### src/rtl/mc_ctrl.sv
// mc_ctrl -- multi-cycle control sequencer.
//
// Sequences one shared ALU, one shared instruction/data memory port and the
// register file through FETCH/DECODE/EXEC/MEM/WB. The memory port is handled
// with a ready handshake: a request is held without gaps until mem_ready.
// Retired instructions are counted in instr_cnt.
//
// Build option:
//   MC_CTRL_TRAP_EN  when defined, an unsupported instruction sends the FSM to
//                    TRAP, which holds until rst and reports illegal=1. When
//                    undefined, unsupported instructions retire as a NOP and
//                    illegal is tied to 0.
//
// Ports:
//   clk, rst        clock (rising edge), asynchronous active-high reset
//   Op, Funct       IR[31:26], IR[5:0]; held stable by the IR after IRWrite
//   Zero            ALU zero flag, meaningful in EXEC
//   mem_ready       memory completes the current read/write this cycle
//   PCWrite, IRWrite, MemRead, MemWrite, RegWrite   enables
//   IorD            memory address select: 0=PC, 1=ALUOut
//   EXTOp           1=sign extend immediate
//   ALUSrcA         0=PC, 1=rs
//   ALUSrcB         00=rt, 01=4, 10=ext imm, 11=ext imm<<2
//   ALUOp           ALU function code
//   NPCOp           00=PC+4, 01=ALUOut, 10=jump, 11=rs
//   GPRSel          00=rd, 01=rt, 10=$31
//   WDSel           00=ALUOut, 01=MDR, 10=PC
//   state           current FSM state (debug)
//   instr_cnt       retired instruction count, wraps silently
//   illegal         sticky unsupported-instruction flag
module mc_ctrl #(
  parameter int CNT_W = 32
) (
  input  logic             clk,
  input  logic             rst,
  input  logic [5:0]       Op,
  input  logic [5:0]       Funct,
  input  logic             Zero,
  input  logic             mem_ready,
  output logic             PCWrite,
  output logic             IRWrite,
  output logic             IorD,
  output logic             MemRead,
  output logic             MemWrite,
  output logic             RegWrite,
  output logic             EXTOp,
  output logic             ALUSrcA,
  output logic [1:0]       ALUSrcB,
  output logic [3:0]       ALUOp,
  output logic [1:0]       NPCOp,
  output logic [1:0]       GPRSel,
  output logic [1:0]       WDSel,
  output logic [2:0]       state,
  output logic [CNT_W-1:0] instr_cnt,
  output logic             illegal
);

`ifdef MC_CTRL_TRAP_EN
  typedef enum logic [2:0] {
    S_FETCH = 3'd0, S_DECODE = 3'd1, S_EXEC = 3'd2,
    S_MEM = 3'd3, S_WB = 3'd4, S_TRAP = 3'd5
  } state_t;
`else
  typedef enum logic [2:0] {
    S_FETCH = 3'd0, S_DECODE = 3'd1, S_EXEC = 3'd2,
    S_MEM = 3'd3, S_WB = 3'd4
  } state_t;
`endif

  localparam logic [3:0] ALU_ADD = 4'b0001;
  localparam logic [3:0] ALU_SUB = 4'b0010;
  localparam logic [3:0] ALU_AND = 4'b0011;
  localparam logic [3:0] ALU_OR  = 4'b0100;
  localparam logic [3:0] ALU_SLT = 4'b0101;
  localparam logic [3:0] ALU_SLL = 4'b1000;
  localparam logic [3:0] ALU_SRL = 4'b1001;
  localparam logic [3:0] ALU_LUI = 4'b1010;

  localparam logic [CNT_W-1:0] CNT_ONE = CNT_W'(1);

  state_t           r_state;
  state_t           w_state_next;
  logic [CNT_W-1:0] r_cnt;

  // Instruction decode from the IR fields.
  logic       w_rtype, w_addi, w_ori, w_lui, w_lw, w_sw, w_beq, w_bne, w_j, w_jal;
  logic       w_jr, w_jalr, w_r_alu, w_legal, w_take;
  logic [3:0] w_r_aluop;

  assign w_rtype = (Op == 6'b000000);
  assign w_addi  = (Op == 6'b001000);
  assign w_ori   = (Op == 6'b001101);
  assign w_lui   = (Op == 6'b001111);
  assign w_lw    = (Op == 6'b100011);
  assign w_sw    = (Op == 6'b101011);
  assign w_beq   = (Op == 6'b000100);
  assign w_bne   = (Op == 6'b000101);
  assign w_j     = (Op == 6'b000010);
  assign w_jal   = (Op == 6'b000011);
  assign w_jr    = w_rtype && (Funct == 6'b001000);
  assign w_jalr  = w_rtype && (Funct == 6'b001001);

  // R-type ALU function; w_r_alu marks a supported ALU funct.
  always_comb begin
    w_r_aluop = ALU_ADD;
    w_r_alu   = 1'b1;
    case (Funct)
      6'b100000: w_r_aluop = ALU_ADD;
      6'b100010: w_r_aluop = ALU_SUB;
      6'b100100: w_r_aluop = ALU_AND;
      6'b100101: w_r_aluop = ALU_OR;
      6'b101010: w_r_aluop = ALU_SLT;
      6'b000000: w_r_aluop = ALU_SLL;
      6'b000010: w_r_aluop = ALU_SRL;
      default:   w_r_alu   = 1'b0;
    endcase
  end

  assign w_legal = (w_rtype && (w_r_alu || w_jr || w_jalr)) || w_addi || w_ori ||
                   w_lui || w_lw || w_sw || w_beq || w_bne || w_j || w_jal;
  assign w_take  = (w_beq && Zero) || (w_bne && !Zero);

  // Next state and all control outputs are combinational from the state.
  always_comb begin
    w_state_next = r_state;
    PCWrite  = 1'b0;
    IRWrite  = 1'b0;
    IorD     = 1'b0;
    MemRead  = 1'b0;
    MemWrite = 1'b0;
    RegWrite = 1'b0;
    EXTOp    = 1'b0;
    ALUSrcA  = 1'b0;
    ALUSrcB  = 2'b00;
    ALUOp    = 4'b0000;
    NPCOp    = 2'b00;
    GPRSel   = 2'b00;
    WDSel    = 2'b00;
    case (r_state)
      S_FETCH: begin
        // ALU computes PC+4 while the instruction is read.
        MemRead = 1'b1;
        ALUSrcB = 2'b01;
        ALUOp   = ALU_ADD;
        if (mem_ready) begin
          IRWrite      = 1'b1;
          PCWrite      = 1'b1;
          w_state_next = S_DECODE;
        end
      end
      S_DECODE: begin
        // Branch target is computed speculatively into ALUOut.
        ALUSrcB = 2'b11;
        ALUOp   = ALU_ADD;
        EXTOp   = 1'b1;
        if (w_j || w_jal) begin
          PCWrite      = 1'b1;
          NPCOp        = 2'b10;
          w_state_next = S_FETCH;
          if (w_jal) begin
            RegWrite = 1'b1;
            GPRSel   = 2'b10;
            WDSel    = 2'b10;
          end
        end else if (w_jr || w_jalr) begin
          PCWrite      = 1'b1;
          NPCOp        = 2'b11;
          w_state_next = S_FETCH;
          if (w_jalr) begin
            RegWrite = 1'b1;
            WDSel    = 2'b10;
          end
        end else if (!w_legal) begin
`ifdef MC_CTRL_TRAP_EN
          w_state_next = S_TRAP;
`else
          w_state_next = S_FETCH;
`endif
        end else begin
          w_state_next = S_EXEC;
        end
      end
      S_EXEC: begin
        ALUSrcA = 1'b1;
        if (w_rtype) begin
          ALUOp        = w_r_aluop;
          w_state_next = S_WB;
        end else if (w_addi || w_ori || w_lui) begin
          ALUSrcB      = 2'b10;
          EXTOp        = !w_ori;
          ALUOp        = w_addi ? ALU_ADD : (w_ori ? ALU_OR : ALU_LUI);
          w_state_next = S_WB;
        end else if (w_lw || w_sw) begin
          ALUSrcB      = 2'b10;
          EXTOp        = 1'b1;
          ALUOp        = ALU_ADD;
          w_state_next = S_MEM;
        end else begin
          // Only beq/bne reach here: compare rs-rt, redirect PC on taken.
          ALUOp        = ALU_SUB;
          w_state_next = S_FETCH;
          if (w_take) begin
            PCWrite = 1'b1;
            NPCOp   = 2'b01;
          end
        end
      end
      S_MEM: begin
        IorD     = 1'b1;
        MemRead  = w_lw;
        MemWrite = w_sw;
        if (mem_ready) w_state_next = w_lw ? S_WB : S_FETCH;
      end
      S_WB: begin
        RegWrite     = 1'b1;
        WDSel        = w_lw ? 2'b01 : 2'b00;
        GPRSel       = w_rtype ? 2'b00 : 2'b01;
        w_state_next = S_FETCH;
      end
`ifdef MC_CTRL_TRAP_EN
      S_TRAP: w_state_next = S_TRAP;
`endif
      default: w_state_next = S_FETCH;
    endcase
    // Reset kills every output immediately, including a pending request.
    if (rst) begin
      PCWrite  = 1'b0;
      IRWrite  = 1'b0;
      IorD     = 1'b0;
      MemRead  = 1'b0;
      MemWrite = 1'b0;
      RegWrite = 1'b0;
      EXTOp    = 1'b0;
      ALUSrcA  = 1'b0;
      ALUSrcB  = 2'b00;
      ALUOp    = 4'b0000;
      NPCOp    = 2'b00;
      GPRSel   = 2'b00;
      WDSel    = 2'b00;
    end
  end

  always_ff @(posedge clk or posedge rst) begin
    if (rst) begin
      r_state <= S_FETCH;
      r_cnt   <= '0;
    end else begin
      r_state <= w_state_next;
      // A return to FETCH from anywhere else retires one instruction.
      if (r_state != S_FETCH && w_state_next == S_FETCH) r_cnt <= r_cnt + CNT_ONE;
    end
  end

  assign state     = r_state;
  assign instr_cnt = r_cnt;

`ifdef MC_CTRL_TRAP_EN
  assign illegal = (r_state == S_TRAP);
`else
  assign illegal = 1'b0;
`endif

endmodule

### config.mk
export PLATFORM = sky130hd
export DESIGN_NAME = mc_ctrl
export DESIGN_NICKNAME = d
export VERILOG_FILES = /design/src/rtl/mc_ctrl.sv
export SDC_FILE = /design/constraint.sdc
export NUM_CORES = 1
export LEC_CHECK = 0
export CAP_MARGIN = 40
export CORE_ASPECT_RATIO = 0.7
export CORE_MARGIN = 5
export CORE_UTILIZATION = 44
export DETAILED_ROUTE_END_ITERATION = 16
export PLACE_DENSITY_LB_ADDON = 0.15
export REMOVE_ABC_BUFFERS = 1
export SLEW_MARGIN = 10
export SYNTH_ARGS = -nofsm -noshare
export SYNTH_HDL_FRONTEND = slang
export SYNTH_SLANG_ARGS = --single-unit
export TNS_END_PERCENT = 30
### constraint.sdc
create_clock -name clk -period 2.2 [get_ports clk]
set_input_delay 0.44 -clock clk [delete_from_list [all_inputs] [get_ports clk]]
set_output_delay 0.44 -clock clk [all_outputs]
set_load 0.1 [all_outputs]
# == Word-level counts from Yosys, hierarchy flattened ==
# Cells that the tools add are included.
# op_classes
addsub,1
n_eq_ne,21
mux,73
n_reduce_logical,32
# ops
cell,count
== test 6 bit (second input constant),7
two-way mux 2 bit,19
two-way mux 1 bit,33
adder 32 x 1 -> 32 bit (second input constant),1
== test 6 x 4 -> 1 bit (second input constant),5
one-hot mux 4 bit (6 select lines),1
two-way mux 4 bit,5
== test 6 x 2 -> 1 bit (second input constant),3
logical OR 1 bit,17
two-way mux 3 bit,5
== test 6 x 3 -> 1 bit (second input constant),2
logical NOT 6 bit,2
one-hot mux 2 bit (2 select lines),3
one-hot mux 3 bit (4 select lines),1
one-hot mux 4 bit (2 select lines),1
OR reduction 7 bit,1
== test 3 x 2 -> 1 bit (second input constant),2
logical AND 1 bit,6
logical NOT 3 bit,2
one-hot mux 1 bit (2 select lines),3
one-hot mux 2 bit (3 select lines),1
== test 3 x 1 -> 1 bit (second input constant),1
== test 3 bit (second input constant),1
one-hot mux 1 bit (3 select lines),1
other kinds (3),4
# word_totals
ff_bits,35
output_inout_bits,56
wordCells,129

# == Longest topological paths before layout ==
# Gate-level depths: netlist (run 1).
# depth
ltp_word,21
depth_mapped,9

# == Worst setup path before layout (run 1) ==
# Ideal clock, no wire load.
# synth_path
path_kind,flip-flop to output port
startpoint,reg r_state[1] (netlist: state[1])
endpoint,out EXTOp
t_arrival_ns,4.584
required_time_ns,1.760
setup_slack_ns,-2.824
path_stages_with_launch,7
path_cell_list,dfrtp_1 > buf_2 > nand2b_1 > or3_1 > inv_1 > nand2_1 > o21ai_0
# synth_via
elab_chain_len,3
elab_cells_between_ends,4
classes_between,2 x eq/ne; 2 x mux
# synth_lines
item,line_no,text
start: declaration,81,state_t r_state;
start signal: assignment,248,r_state <= w_state_next;
== test 3 x 2 -> 1 bit or == test 3 x 1 -> 1 bit (tied branches),139,case (r_state)
one-hot mux 1 bit (2 select lines) (*),139,
two-way mux 1 bit (*),226,if (rst) begin
end: declaration,46,"output logic EXTOp,"
# Every way passes the cells marked *; elsewhere a longest branch is shown, timed or not.

# == Worst setup path in the final report (run 1) ==
# layout_path
startpoint,in Funct[2]
endpoint,out PCWrite
# layout_via
elab_chain_len,7
elab_cells_between_ends,9
classes_between,2 x eq/ne; 4 x mux; 3 x reduce/logical
# layout_lines
item,line_no,text
start: declaration,37,"input logic [5:0] Funct,"
"== test 6 x 4 -> 1 bit, on equally long branches","100, 101",
"logical AND 1 bit, on equally long branches","100, 101",
logical OR 1 bit (*),165,end else if (w_jr || w_jalr) begin
two-way mux 1 bit (*),165,
two-way mux 1 bit (*),156,if (w_j || w_jal) begin
one-hot mux 1 bit (3 select lines) (*),139,
two-way mux 1 bit (*),226,
end: declaration,40,"output logic PCWrite,"
# Marked as above.

==> impl_metrics.tcl, run 1 <==
set metrics [dict create \
    fill_cells 431 \
    root_buffer "clkbuf_8" \
    slew_viol_final 0 \
    hold_path.class "flop to flop" \
    synth_edf_count 0 \
    yosys_warnings 0 \
    synth.cell_area_sq_um 2510 \
    avgViaCountPerCell 5.46 \
    p_comb_share_pct 49.0 \
    p_leak_nw 1.94 \
    multiInputGateArea_sq_um 1680 \
    ys_ff_latch 35 \
    max_cap_violations 0 \
    r2r_setup_slack_ns 0.15 \
    utilization_pct 72.9 \
    io_buffers 70 \
    ys_types 55 \
    violations "negative setup slack" \
    core_area_sq_um 5640 \
    vias 2619 \
    nets 421 \
    rr_startpoint "instr_cnt[7]" \
    clock_power_share_pct 20.3 \
    yosysSeqAreaShare_pct 34.9 \
    cts_sinks 35 \
    gr-usage-all-layers_pct 21.9 \
    place_congestion 0.983 \
    max_freq_mhz 439 \
    power_mw 2.56 \
    antenna_found_initial 0 \
    power_density_nw_per_um2 622 \
    avgSynthCellArea_sq_um 8.87 \
    die_h_um 73.2 \
    crit_fanout 3 \
    synthCells 283 \
    layout.cells.most_common "buf_4" \
    area_growth_pct 63.8 \
    cp-startpoint "Funct[2]" \
    yosysTopAreaCellShare_pct 34.9 \
    cp-start-kind "primary input" \
    layout_common_cells "buf_4, dfrtp_1, xor2_1" \
    h-tree-depth 2 \
    synth_top_flop_cell "dfrtp_1" \
    fin_cells 480 \
    cts_max_path_buffers 2 \
    ys_async_sr_fraction_pct 100 \
    rr_worst_depth 6 \
    dpl.hpwl_mm 5.90 \
    grt-busiest-layer "met1" \
    switchingPower_mw 1.19 \
    clkTransAtPathRegs_ns 0.07 \
    fp-row-count 23 \
    start_util_pct 44.5 \
    setup_viol 3 \
    tns_ns -0.0954 \
    reg2reg_to "instr_cnt[17]" \
    die_area_sq_um 7340 \
    overflow 0 \
    n_antenna_cell 0 \
    crit_type "primary input to primary output" \
    final-hold-violation-count 0 \
    postRouteWirelength_mm 7.97 \
    rsz0062_at_grt "yes" \
    antenna_left 0 \
    outcome "finished with violations" \
    grt_max_degree 36 \
    cts_tree "built" \
    worst_slack_ns -0.0778 \
    internal_power_mw 1.37 \
    p_sw_share_pct 46.5 \
    placed_cells 464 \
    io-pin-count 72 \
    yosysTopAreaCell "dfrtp_1" \
    clock_latency_ns 0.29 \
    die_x_um 100 \
    synthTopCellsByArea "dfrtp_1, xor2_1, nor4_2, nor3_1, nand4_1" \
    cp.arrival_ns 1.84 \
    cp.required_ns 1.76 \
    first_global_vias 2471 \
    globalRouteMet1Util_pct 32.2 \
    first_pass_iters 4 \
    grt_use_met3_pct 5.44 \
    period_share_pct 104 \
    grt_pass1_wl_mm 12.8 \
    post-route-min-period_ns 2.28 \
    clock_skew_ns 0.00229 \
    seqPwrFrac_pct 30.8 \
    placed_cell_area_sq_um 3740 \
    timing.hold.ws_ns 0.476 \
    drc 0 \
    cp-end-kind "primary output" \
    area.sequential_sq_um 877 \
    peakVddDrop_mv 1.31 \
    gr-usage-met2_pct 32.2 \
    drtIter0Drc 185 \
    wl_per_cell_um 16.6 \
    cts_made_buffers 5 \
    ctsHoldBuffers 0 \
    crit_end "PCWrite" \
    postLayoutCellArea_sq_um 4110 \
    dp_slack_ns -0.649 \
    layout-drive-gt1-share_pct 47.4 \
]
flip-flops by register name, indices dropped and copies added, names as in the netlist:
| signal | count |
|---|---|
| instr_cnt | 32 |
| state | 3 |
critical path, stage by stage:
cell	delay, ns
buf_8	0.10
nor4b_4	0.28
and2b_2	0.24
a31oi_4	0.10
o21ai_1	0.12
mux2i_1	0.08
nor3_1	0.16
buf_4	0.16
buf_12	0.16
power by group through the flow:
stage	sequential, mW	clock, mW	combinational (mW)
6_report	0.787	0.519	1.25
5_1_grt	0.798	0.549	1.30
4_1_cts	0.787	0.525	1.23
3_5_place_dp	0.797	0	1.21
3_3_place_gp	0.795	0	1.20
2_1_floorplan	1.27	0	0.309
Yosys cell counts (9+ instances only):
master   count
dfrtp_1     35
nand2_1     20
nand4_1     15
buf_2        9
inv_1        9
nor3_1      24
nor4_2      11
nand3_1     18
xor2_1      32
nor2_1      17
and3_1       9
how the worst min path moves through the flow:
stage                        from       endpoint  slack [ns]  cells after the start
floorplan               mem_ready       state[0]        0.55                      1
global placement    instr_cnt[31]  instr_cnt[31]        0.46                      1
detailed placement  instr_cnt[31]  instr_cnt[31]        0.47                      1
CTS                 instr_cnt[31]  instr_cnt[31]        0.48                      1
global route        instr_cnt[31]  instr_cnt[31]        0.49                      1
finish              instr_cnt[31]  instr_cnt[31]        0.48                      1
logic make-up after synthesis:
family	Yosys count	share of synthesized area, %
multiplexers	2	0.847
XOR/XNOR	34	11.9
other	1	0.149
flip-flops	35	34.9
adder cells (fa/ha/maj)	1	0.498
AO/OA/AOI/OAI	33	8.82
buffers and inverters	29	6.58
AND/OR/NAND/NOR	148	36.3
area by class of cell:
type | instances | share of cell area (%)
Timing Repair Buffer | 134 | 32.3
Multi-Input combinational cell | 219 | 40.8
Tap cell | 75 | 2.28
Inverter | 9 | 0.883
Sequential cell | 35 | 21.3
Clock buffer | 8 | 2.43
timing repair:
item                       in CTS  in global routing
buffers inserted                6                  3
resized for setup              86                 27
gates cloned                    0                  0
setup endpoints to repair      49                 18
pin swaps                      18                 14
routing by layer:
metal  up-vias  share of wire [%]
met4         0               0.95
met3         9                5.9
met2        76                 46
li1       1257                  -
met5         -                  0
met1      1277                 47
Power figures use the tool's default switching activity.
==> inputs of run 2 (changes only) <==
--- a/config.mk
+++ b/config.mk
@@ -10,7 +10,7 @@
 export CORE_MARGIN = 5
 export CORE_UTILIZATION = 44
 export DETAILED_ROUTE_END_ITERATION = 16
-export PLACE_DENSITY_LB_ADDON = 0.15
+export PLACE_DENSITY_LB_ADDON = 0.2
 export REMOVE_ABC_BUFFERS = 1
 export SLEW_MARGIN = 10
 export SYNTH_ARGS = -nofsm -noshare
==> run 2 against run 1 <==
The run still ends with negative setup slack left. Clock power shrank 6.4%. Utilization increased by 0.51 points. Die area unchanged. Sequential share of layout area is 0.15 points lower. Combinational power about the same. Fmax shrank 0.17%.
==> impl_metrics.tcl, run 2 (synthesis gave the netlist of run 1 again) <==
set metrics [dict create \
    outcome "finished with violations" \
    violations "negative setup slack" \
    clkTransAtPathRegs_ns 0.07 \
    worst_slack_ns -0.0816 \
    io_buffers 70 \
    crit_type "primary input to primary output" \
    cp_cell_sequence "buf_12 > nor4_4 > buf_4 > a31oi_4 > o21ai_1 > mux2i_1 > nor3_1 > buf_4 > buf_12" \
    slowest_stage "nor4_4" \
    cp.arrival_ns 1.84 \
    postRouteWirelength_mm 8.30 \
    cts_made_buffers 5 \
    nets 427 \
    largest_reg_flops 32 \
    first_global_vias 2668 \
    area_growth_pct 65.0 \
    clock_skew_ns 0.00681 \
    wl_per_cell_um 17.1 \
    h-tree-depth 2 \
    antenna_found_initial 0 \
    final-hold-violation-count 0 \
    crit_fanout 8 \
    hold_depth 1 \
    cts_max_path_buffers 2 \
    post-route-min-period_ns 2.28 \
    power_mw 2.54 \
    fp-row-count 23 \
    max_freq_mhz 438 \
    start_util_pct 44.5 \
    die_x_um 100 \
    overflow 0 \
    avgViaCountPerCell 5.51 \
    cts_sinks 35 \
    clock_latency_ns 0.29 \
    postLayoutCellArea_sq_um 4140 \
    layout_common_cells "buf_4, dfrtp_1, xor2_1" \
    cts_tree "built" \
    layout-drive-gt1-share_pct 48.0 \
    layout.cells.most_common "buf_4" \
    peakVddDrop_mv 0.689 \
    rsz0062_at_grt "yes" \
    cp-start-kind "primary input" \
    slew_viol_final 0 \
    met3_length_um 420 \
    dpl.hpwl_mm 6.15 \
    wl_met2_mm 3.91 \
    cp_top_family "buffers and inverters" \
    grt_pass1_wl_mm 13.4 \
    drtIter0Drc 107 \
    gr-usage-all-layers_pct 23.0 \
    top_layer "met4" \
    worstSetupPathDepth 9 \
    hold_path.class "flop to flop" \
    root_buffer "clkbuf_8" \
    period_share_pct 104 \
    core_area_sq_um 5640 \
    ctsHoldBuffers 0 \
    cp-end-kind "primary output" \
    max_cap_violations 0 \
    die_h_um 73.2 \
    cp.required_ns 1.76 \
    wl_met1_mm 3.83 \
    antenna_left 0 \
    io-pin-count 72 \
    n_antenna_cell 0 \
    place_congestion 1.02 \
    rr_worst_depth 8 \
    placed_cell_area_sq_um 3800 \
    grt_max_degree 26 \
    p_leak_nw 1.97 \
    cp.buffers_inverters 4 \
    utilization_pct 73.4 \
    drc 0 \
    power_density_nw_per_um2 612 \
    vias 2670 \
    dp_slack_ns -0.685 \
    setup_viol 3 \
    max_stage_delay_ns 0.34 \
    first_pass_iters 4 \
    die_area_sq_um 7340 \
]
run 2: cell type report:
class                           count  area [sq um]
Tap cell                           75          93.8
Clock buffer                        6          82.6
Sequential cell                    35           877
Clock inverter                      1          5.00
Inverter                            9          36.3
Fill cell                         412          1500
Multi-Input combinational cell    219          1670
Timing Repair Buffer              140          1380
run 2: what timing repair did:
item,CTS,global route
resized for setup,92,19
buffers inserted,6,2
endpoints found under the hold margin,0,0
setup endpoints to repair,50,15
pin swaps,17,16
cloned,0,0
run 2: routing by layer:
metal	GRT usage (%)	vias up
met1	33.5	1303
met3	3.82	13
met2	35.5	81
met4	6.13	0
met5	0	-
li1	-	1273
run 2: path summary, 6_finish.rpt:
path,startpoint,endpoint,slack (ns)
setup / recovery,Op[3],PCWrite,-0.08
hold / removal,instr_cnt[31],instr_cnt[31],0.49
setup reg to reg,state[1],instr_cnt[19],0.19
hold reg to reg,instr_cnt[31],instr_cnt[31],0.49
max in group asynchronous,rst,instr_cnt[23],1.40
min in group asynchronous,rst,state[1],0.52
run 2: report_power, final:
part | internal (mW) | switching [mW] | total (mW)
Clock | 0.246 | 0.240 | 0.486
Combinational | 0.376 | 0.896 | 1.27
Sequential | 0.710 | 0.0683 | 0.778
run 2: through the flow:
| step | setup TNS, ns | std cells | hold WS (ns) |
|---|---|---|---|
| 2_1_floorplan | -50.64 | 263 | 0.546 |
| 3_3_place_gp | -24.28 | 472 | 0.460 |
| 3_5_place_dp | -28.84 | 472 | 0.478 |
| 4_1_cts | -0.151 | 483 | 0.493 |
| 5_1_grt | -0.857 | 485 | 0.502 |
| 6_report | -0.153 | 485 | 0.488 |
run 2: worst reg2reg max path, delay by kind of cell, from the launching register on:
family,cells,cell delay (ns)
AND/OR/NAND/NOR,3,0.63
flip-flops,1,0.43
buffers and inverters,2,0.38
AO/OA/AOI/OAI,2,0.28
XOR/XNOR,1,0.15
